### config.mk
export PLATFORM = sky130hd
export DESIGN_NAME = sb_rx_fpga_batch
export DESIGN_NICKNAME = d
export VERILOG_FILES = /design/src/rtl/sb_rx_fpga_batch.sv
export SDC_FILE = /design/constraint.sdc
export NUM_CORES = 2
export LEC_CHECK = 0
export ABC_AREA = 1
export CORE_AREA = 4 4 645 647
export CTS_CLUSTER_SIZE = 12
export DETAILED_ROUTE_END_ITERATION = 6
export DIE_AREA = 0 0 649 651
export PLACE_DENSITY = 0.3
export SLEW_MARGIN = 20
export SYNTH_ARGS = -nofsm -noshare
export SYNTH_HDL_FRONTEND = slang
export SYNTH_SLANG_ARGS = --single-unit
### constraint.sdc
create_clock -name clk -period 21.4 [get_ports clk]
set_input_delay 3.21 -clock clk [delete_from_list [all_inputs] [get_ports clk]]
set_output_delay 3.21 -clock clk [all_outputs]
set_load 0.01 [all_outputs]
### src/rtl/sb_rx_fpga_batch.sv
// Switchboard SPSC queue consumer: pops packets from host memory into a local output FIFO,
// caching head/tail and writing the tail back to the host once per batch.
module sb_rx_fpga_batch #(
    parameter int unsigned DW            = 256,
    parameter int unsigned MAX_BATCH     = 4,
    parameter int unsigned FIFO_DEPTH    = 4,
    parameter logic [63:0] HEAD_OFFSET   = 64'd0,
    parameter logic [63:0] TAIL_OFFSET   = 64'd64,
    parameter logic [63:0] PACKET_OFFSET = 64'd128,
    parameter logic [63:0] PACKET_SIZE   = 64'd64
) (
    input  logic          clk,
    input  logic          reset,
    input  logic          en,
    input  logic [63:0]   cfg_base_addr,
    input  logic [31:0]   cfg_capacity,
    output logic [DW-1:0] data,
    output logic [31:0]   dest,
    output logic          last,
    output logic          valid,
    input  logic          ready,
    output logic          rvalid,
    output logic [63:0]   raddr,
    input  logic          rready,
    input  logic [511:0]  rdata,
    output logic          wvalid,
    output logic [63:0]   waddr,
    output logic [511:0]  wdata,
    output logic [63:0]   wstrb,
    input  logic          wready,
    output logic          status_idle,
    output logic          status_fault,
    output logic [31:0]   status_count
);

    localparam int unsigned AW = $clog2(FIFO_DEPTH);
    localparam int unsigned CW = AW + 1;
    localparam int unsigned BW = $clog2(MAX_BATCH + 1);
    localparam int unsigned EW = DW + 33;
    localparam logic [BW-1:0] MaxBatchW = BW'(MAX_BATCH);
    localparam logic [CW-1:0] DepthW    = CW'(FIFO_DEPTH);

    typedef enum logic [2:0] {
        StIdle,
        StRdTail,
        StRdHead,
        StRdPacket,
        StWrTail,
        StFault
    } state_e;

    state_e        state_q, state_d;
    logic [31:0]   head_q, head_d;
    logic [31:0]   tail_q, tail_d;
    logic [31:0]   tail_inc;
    logic [31:0]   rd_word;
    logic          tail_valid_q, tail_valid_d;
    logic [BW-1:0] batch_cnt_q, batch_cnt_d, batch_cnt_inc;
    logic [CW-1:0] wptr_q, rptr_q;
    logic [CW-1:0] fifo_cnt, fifo_cnt_after;
    logic          fifo_full, fifo_empty;
    logic          push, pop;
    logic [EW-1:0] fifo_mem [FIFO_DEPTH];
    logic [EW-1:0] fifo_head;
    logic [31:0]   status_count_q;
    logic [63:0]   pkt_addr;

    // Only rdata[32:0] and the payload lane are consumed.
    logic unused_rdata;
    if (DW < 448) begin : g_unused_hi
        assign unused_rdata = ^{rdata[63:33], rdata[511:64+DW]};
    end else begin : g_unused_lo
        assign unused_rdata = ^rdata[63:33];
    end

    // Output FIFO bookkeeping; pointers carry one extra wrap bit.
    assign fifo_cnt       = wptr_q - rptr_q;
    assign fifo_full      = (fifo_cnt == DepthW);
    assign fifo_empty     = (fifo_cnt == '0);
    assign fifo_cnt_after = fifo_cnt + CW'(1) - CW'(pop);
    assign fifo_head      = fifo_mem[rptr_q[AW-1:0]];

    assign valid = !fifo_empty;
    assign pop   = valid && ready;
    assign {last, dest, data} = fifo_empty ? '0 : fifo_head;

    assign rd_word       = rdata[31:0];
    assign tail_inc      = (tail_q + 32'd1 == cfg_capacity) ? 32'd0 : tail_q + 32'd1;
    assign batch_cnt_inc = batch_cnt_q + BW'(1);
    assign pkt_addr      = cfg_base_addr + PACKET_OFFSET + {32'd0, tail_q} * PACKET_SIZE;

    assign status_idle  = (state_q == StIdle);
    assign status_fault = (state_q == StFault);
    assign status_count = status_count_q;

    always_comb begin
        state_d      = state_q;
        head_d       = head_q;
        tail_d       = tail_q;
        tail_valid_d = tail_valid_q;
        batch_cnt_d  = batch_cnt_q;
        push         = 1'b0;
        rvalid       = 1'b0;
        raddr        = '0;
        wvalid       = 1'b0;
        waddr        = '0;
        wdata        = '0;
        wstrb        = '0;

        unique case (state_q)
            StIdle: begin
                if (!en) begin
                    tail_valid_d = 1'b0;
                end else if (cfg_capacity < 32'd2) begin
                    state_d = StFault;
                end else if (!fifo_full) begin
                    if (!tail_valid_q) begin
                        state_d = StRdTail;
                    end else if (head_q == tail_q) begin
                        state_d = StRdHead;
                    end else begin
                        state_d = StRdPacket;
                    end
                end
            end

            StRdTail: begin
                rvalid = 1'b1;
                raddr  = cfg_base_addr + TAIL_OFFSET;
                if (rready) begin
                    tail_d       = rd_word;
                    tail_valid_d = 1'b1;
                    if (rd_word >= cfg_capacity) begin
                        state_d = StFault;
                    end else if (rd_word == head_q) begin
                        state_d = StRdHead;
                    end else begin
                        state_d = StRdPacket;
                    end
                end
            end

            StRdHead: begin
                rvalid = 1'b1;
                raddr  = cfg_base_addr + HEAD_OFFSET;
                if (rready) begin
                    head_d = rd_word;
                    if (rd_word >= cfg_capacity) begin
                        state_d = StFault;
                    end else if (rd_word == tail_q) begin
                        state_d = StIdle;
                    end else begin
                        state_d = StRdPacket;
                    end
                end
            end

            StRdPacket: begin
                rvalid = 1'b1;
                raddr  = pkt_addr;
                if (rready) begin
                    push        = 1'b1;
                    tail_d      = tail_inc;
                    batch_cnt_d = batch_cnt_inc;
                    // Keep the batch going only while the next pop is guaranteed a FIFO slot.
                    if (!(en && (batch_cnt_inc < MaxBatchW) && (tail_inc != head_q) &&
                          (fifo_cnt_after < DepthW))) begin
                        state_d = StWrTail;
                    end
                end
            end

            StWrTail: begin
                wvalid = 1'b1;
                waddr  = cfg_base_addr + TAIL_OFFSET;
                wdata  = {480'd0, tail_q};
                wstrb  = 64'hff;
                if (wready) begin
                    batch_cnt_d = '0;
                    state_d     = StIdle;
                end
            end

            StFault: begin
                state_d = StFault;
            end

            default: begin
                state_d = StFault;
            end
        endcase
    end

    always_ff @(posedge clk) begin
        if (reset) begin
            state_q        <= StIdle;
            head_q         <= '0;
            tail_q         <= '0;
            tail_valid_q   <= 1'b0;
            batch_cnt_q    <= '0;
            wptr_q         <= '0;
            rptr_q         <= '0;
            status_count_q <= '0;
        end else begin
            state_q      <= state_d;
            head_q       <= head_d;
            tail_q       <= tail_d;
            tail_valid_q <= tail_valid_d;
            batch_cnt_q  <= batch_cnt_d;
            if (push) begin
                wptr_q <= wptr_q + CW'(1);
            end
            if (pop) begin
                rptr_q         <= rptr_q + CW'(1);
                status_count_q <= status_count_q + 32'd1;
            end
        end
    end

    always_ff @(posedge clk) begin
        if (push) begin
            fifo_mem[wptr_q[AW-1:0]] <= {rdata[32], rdata[31:0], rdata[64 +: DW]};
        end
    end

    assert property (@(posedge clk) disable iff (reset) !(push && fifo_full));

endmodule
==> results <==
- The area of all placed cells without fillers is 82100 um2.
- The remaining global-route overflow is 0.
- The number of H-tree levels is 4.
- The area growth from synthesis to layout is 28.7%.
- The critical path goes through clkdlybuf4s50_1 > inv_1 > ha_1 > inv_1 > ha_1 > fa_1 > nand2_1 > o21ai_0 > a21oi_1 > o21ai_0 > nand3_1 > nand2_1 > nand2_1 > nand2_1 > a21oi_1 > inv_1 > a21oi_1 > o21ai_1 > nand2_1 > o21ai_0 > nand3_1 > o211ai_1 > clkdlybuf4s50_1.
- The CTS clock-pin slew for the worst setup and hold paths is 50 ps.
- The routability congestion estimate from global placement is 0.879.
- After layout, the worst path uses 56.7% of the clock period.
- The count of cells in the finished layout, fillers not included, comes to 12945.
- Measured along the x axis, the die boundary spans 649 um.
- The largest stage delay on the critical path is 940 ps.
- The multi-input combinational cells in the finished layout cover a total of 21200 um2.
- On the critical path the largest part of the delay comes from compound AO/OA/AOI/OAI gates.
- The highest ir drop seen on vdd is 0.122 mV.
- After technology mapping, the gate count stands at 6531.
- After Yosys synthesis, and, or, nand and nor cells account for 15.9% of the synthesized area.
- The share of final-layout standard cells stronger than drive strength 1 is 4.75%.
- Cells fill 20.0% of the core in the end.
- The post-DP HPWL is 201000 um.
- The starting density of the core is 15.6%.
- The clock tree from TritonCTS is done.
- The portion of total power attributed to the clock network is 25.8%.
- The synthesized design spends more area on one cell type than any other, namely sky130_fd_sc_hd__edfxtp_1.
- In this run, synthesis produced a sequential element count of 1267.
- After clock tree synthesis, the repair step resized 0 gates.
- The number of global-route vias before repair was 47305.
- The average wire per cell in the routed design is 21.7 um.
- The power per cell area is 127 nW/um2.
- Setup violations remaining at the end of the flow were counted as 0.
- The worst slew margin relative to its limit is 16.0%.
- The proportion of synthesized area in mux cells is 0%.
- The die covers 422000 um2.
- The CTS buffer count is 169.
- The flow ran to the end, and the final reports show no timing, DRC or antenna violations.
- The final count of hold timing violations was 0.
- The number of clock sinks is 1267.
- Before antenna repair, the detailed router went through 6 iterations.
- The critical path startpoint category is an input pin.
- The max capacitance violation total is 0.
- The post-CTS setup-driven buffer insertion count is 0.
- For the worst flop-to-flop path, the logic depth is 13.
- The clock reaches the later pin of the worst-skew pair after 860 ps.
- The cell with the largest stage delay on the worst path is sky130_fd_sc_hd__o21ai_1.
- The number of max-slew violations in the final report is 0.
- The completed layout was analyzed and its total power is 10400 uW.
- The first-pass GRT wire length is 384000 um.
- The number of synthesized flops with an enable pin is 1156.
- The capture instance of the worst register-to-register path is fifo_mem[2][17]$_DFFE_PP_.
- Fill cells in the final layout number 44909.
- The fraction of power consumed by sequential logic is 27.4%.
- The number of hold buffers added after CTS was 0.
- The worst register-to-register path has a setup slack of 15240 ps.
- The critical path class is in -> out.
- The logic gate share of total power is 46.8%.
- The synthesized-area fraction occupied by adder cells is 2.14%.
- Counting flops with an async set or reset pin after synthesis yields a share of 0%.
- The number of placed instances, taps included, is 12619.
- After synthesis, the largest area contributor takes up 54.4% of total cell area.
- The number of input and output port buffers inserted is 884.
- The yosys synthesis warning count is 0.
- The main combinational cell family by area after synthesis is simple AND/OR/NAND/NOR gates.
- For this run, the top clock speed supported by timing is 82.4 MHz.
- The fraction of power spent switching nets is 40.9%.
- The initialized floorplan defines 235 standard-cell rows.
- The initial DRC count is 3162.
- The top flip-flop cell by instance count after synthesis is sky130_fd_sc_hd__edfxtp_1.
- Setup repair after global routing left no endpoint under its margin.
- No sink is reached through more buffers than the 4 on the longest clock path.
- The cell with the most instances on the worst path is sky130_fd_sc_hd__nand2_1.
- For the pin with the worst max-slew slack, the measured transition is 1250 ps.
- The mapped netlist covers 63800 um2.
- Counting instances, the worst hold path has a depth of 1.
- Summing the areas of all compound-gate instances in the mapped netlist gives 10.3% of the synthesized area.
- The initial antenna violation count is 87.
- For the final database, setup skew stands at 72.3 ps.
- The final route contains 49125 vias.
- The minimum clock period after layout is 12130 ps.
- The worst min-delay path endpoint is batch_cnt_q[0]$_SDFFE_PP0P_.
- The dominant cell by count in the synthesized netlist is sky130_fd_sc_hd__nor2_1.
- Entering global routing, the biggest net connects 164 pins.
- In this run the clock root is driven by a sky130_fd_sc_hd__clkbuf_16.
- The number of top-level pins is 1644.
- The largest fanout on the critical path is 8.
- The design internal power is 6160 uW.
- The all-layer global routing usage is 12.6%.
- The floorplan step defined a core boundary enclosing 410000 um2.
- The y dimension of the die is 651 um.
- The final layout contains routed wiring with a total length of 281000 um.
- The switching power is 4260 uW.
- The type of destination of the critical path is an output port.
- Once detail routing completed, the nets flagged for antenna violations numbered 0.
- In this run the critical register-to-register path is launched from state_q[1]$_SDFFE_PP0P_.
- The number of design rule violations left after detail routing is 0.
- The xor and xnor area share after synthesis is 1.57%.
- The critical path required time is 18190 ps.
- The analysis attributes to cell leakage a power of 0.0300 uW.
- After synthesis, the cell types taking the most area are sky130_fd_sc_hd__edfxtp_1 (54%), sky130_fd_sc_hd__nor2_1 (6.9%), sky130_fd_sc_hd__buf_4 (6.4%).
- Summing the sequential cell areas from Yosys gives 57.9% of the chip area.
- The sum of negative setup slack is 0 ps.
- The type of the tightest min-delay check is reg -> reg.
- The number of buffer and inverter stages on the critical path is 5.
- The startpoint identified for the worst hold timing path is batch_cnt_q[0]$_SDFFE_PP0P_.
- The register area is 36900 um2.
- The area after detailed placement is 76900 um2.
- After detailed routing, the number of vias per cell comes to 3.79.
- In the synthesized netlist, the cells that appear most often are sky130_fd_sc_hd__nor2_1 (1177), sky130_fd_sc_hd__edfxtp_1 (1156), sky130_fd_sc_hd__nand2_1 (951), sky130_fd_sc_hd__inv_1 (632), sky130_fd_sc_hd__buf_4 (548).
- Data arrives at the worst endpoint at 8920 ps.
- The net total in the final layout is 8061.
- The number of different library cells in the post-synthesis netlist is 57.
- Dividing the synthesized area by the synthesized cell count gives 9.77 um2.
## per-stage QoR
stage               hold slack, ps  worst slack, ps
floorplan                      433             4790
global placement               453             9240
detailed placement             460             9370
CTS                            467             9350
global route                   495             8820
finish                         466             9270
## worst max-delay path by stage
stage | start | end | slack (ps) | cells after the start
6_report | cfg_base_addr[7] | raddr[55] | 9270 | 23
5_1_grt | cfg_base_addr[7] | raddr[55] | 8820 | 23
4_1_cts | cfg_base_addr[7] | raddr[55] | 9350 | 23
3_5_place_dp | cfg_base_addr[7] | raddr[55] | 9370 | 23
3_3_place_gp | cfg_base_addr[7] | raddr[63] | 9240 | 23
2_1_floorplan | rready | fifo_mem[3][0]$_DFFE_PP_ | 4790 | 4
## kinds of logic (layout without fill, tap and decap cells)
group                    count (synthesis)  in the layout
AND/OR/NAND/NOR                       2512           2512
other                                    1            562
XOR/XNOR                               114            114
buffers and inverters                 1505           1907
adder cells (fa/ha/maj)                108            108
flip-flops                            1267           1267
AO/OA/AOI/OAI                         1024           1024
## per-layer routing
| metal | GRT usage (%) | vias to the layer above | part of all wire, % |
|---|---|---|---|
| li1 | - | 22950 | - |
| met1 | 16.3 | 24135 | 44 |
| met2 | 21.4 | 1652 | 48 |
| met3 | 2.08 | 374 | 5.3 |
| met4 | 3.96 | 14 | 3.1 |
| met5 | 0 | - | 0.035 |
## registers in the layout, summed over array words and instances (netlist names), named ones only
signal        count
state_q           3
wptr_q            3
fifo_mem       1156
rptr_q            3
tail_q           32
batch_cnt_q       3
tail_valid_q      1
head_q           32
status_count     32
## final cells by class
type                    count  share of cell area (%)
flip-flops and latches   1267                    45.0
multi-input cells        4294                    25.8
repair buffers            964                    11.6
well taps                5451                    8.31
clock buffers             220                    5.45
inverters                 643                    2.95
clock inverters            80                   0.817
diodes                     26                  0.0792
## layout by cell type (no fill, tap or decap), drive strengths merged, types with 4 or more instances in the layout
cell type / n
nor4: 35
ha: 106
inv: 650
buf: 81
clkbuf: 220
and2: 4
a21oi: 193
bufinv: 8
nand3: 181
xor2: 77
nand2: 959
nor2: 1186
conb: 536
diode: 26
a211oi: 4
o21ai: 415
o2111ai: 5
a21o: 4
o21a: 6
nor3: 77
clkinv: 64
dfxtp: 111
clkdlybuf4s50: 883
nand4: 48
o211ai: 48
xnor2: 37
nor3b: 4
edfxtp: 1156
o221ai: 40
or2: 10
o32ai: 289
## power by group through the flow
| stage | Sequential (uW) | Clock, uW | Combinational (uW) |
|---|---|---|---|
| after detailed placement | 2910 | 0 | 5100 |
| after CTS | 2850 | 2820 | 5120 |
| after floorplan | 2850 | 0 | 2280 |
| after global routing | 2860 | 2920 | 5320 |
| after global placement | 2900 | 0 | 5120 |
| final | 2850 | 2690 | 4880 |
## worst reg2reg max path: cells and delay by family, from the launching register on
kind | cells | cell delay, ps
DFF | 1 | 410
and+or+nand+nor | 4 | 1320
buffers and inverters | 9 | 3960
Note: power is estimated with default switching activity, not from simulation.
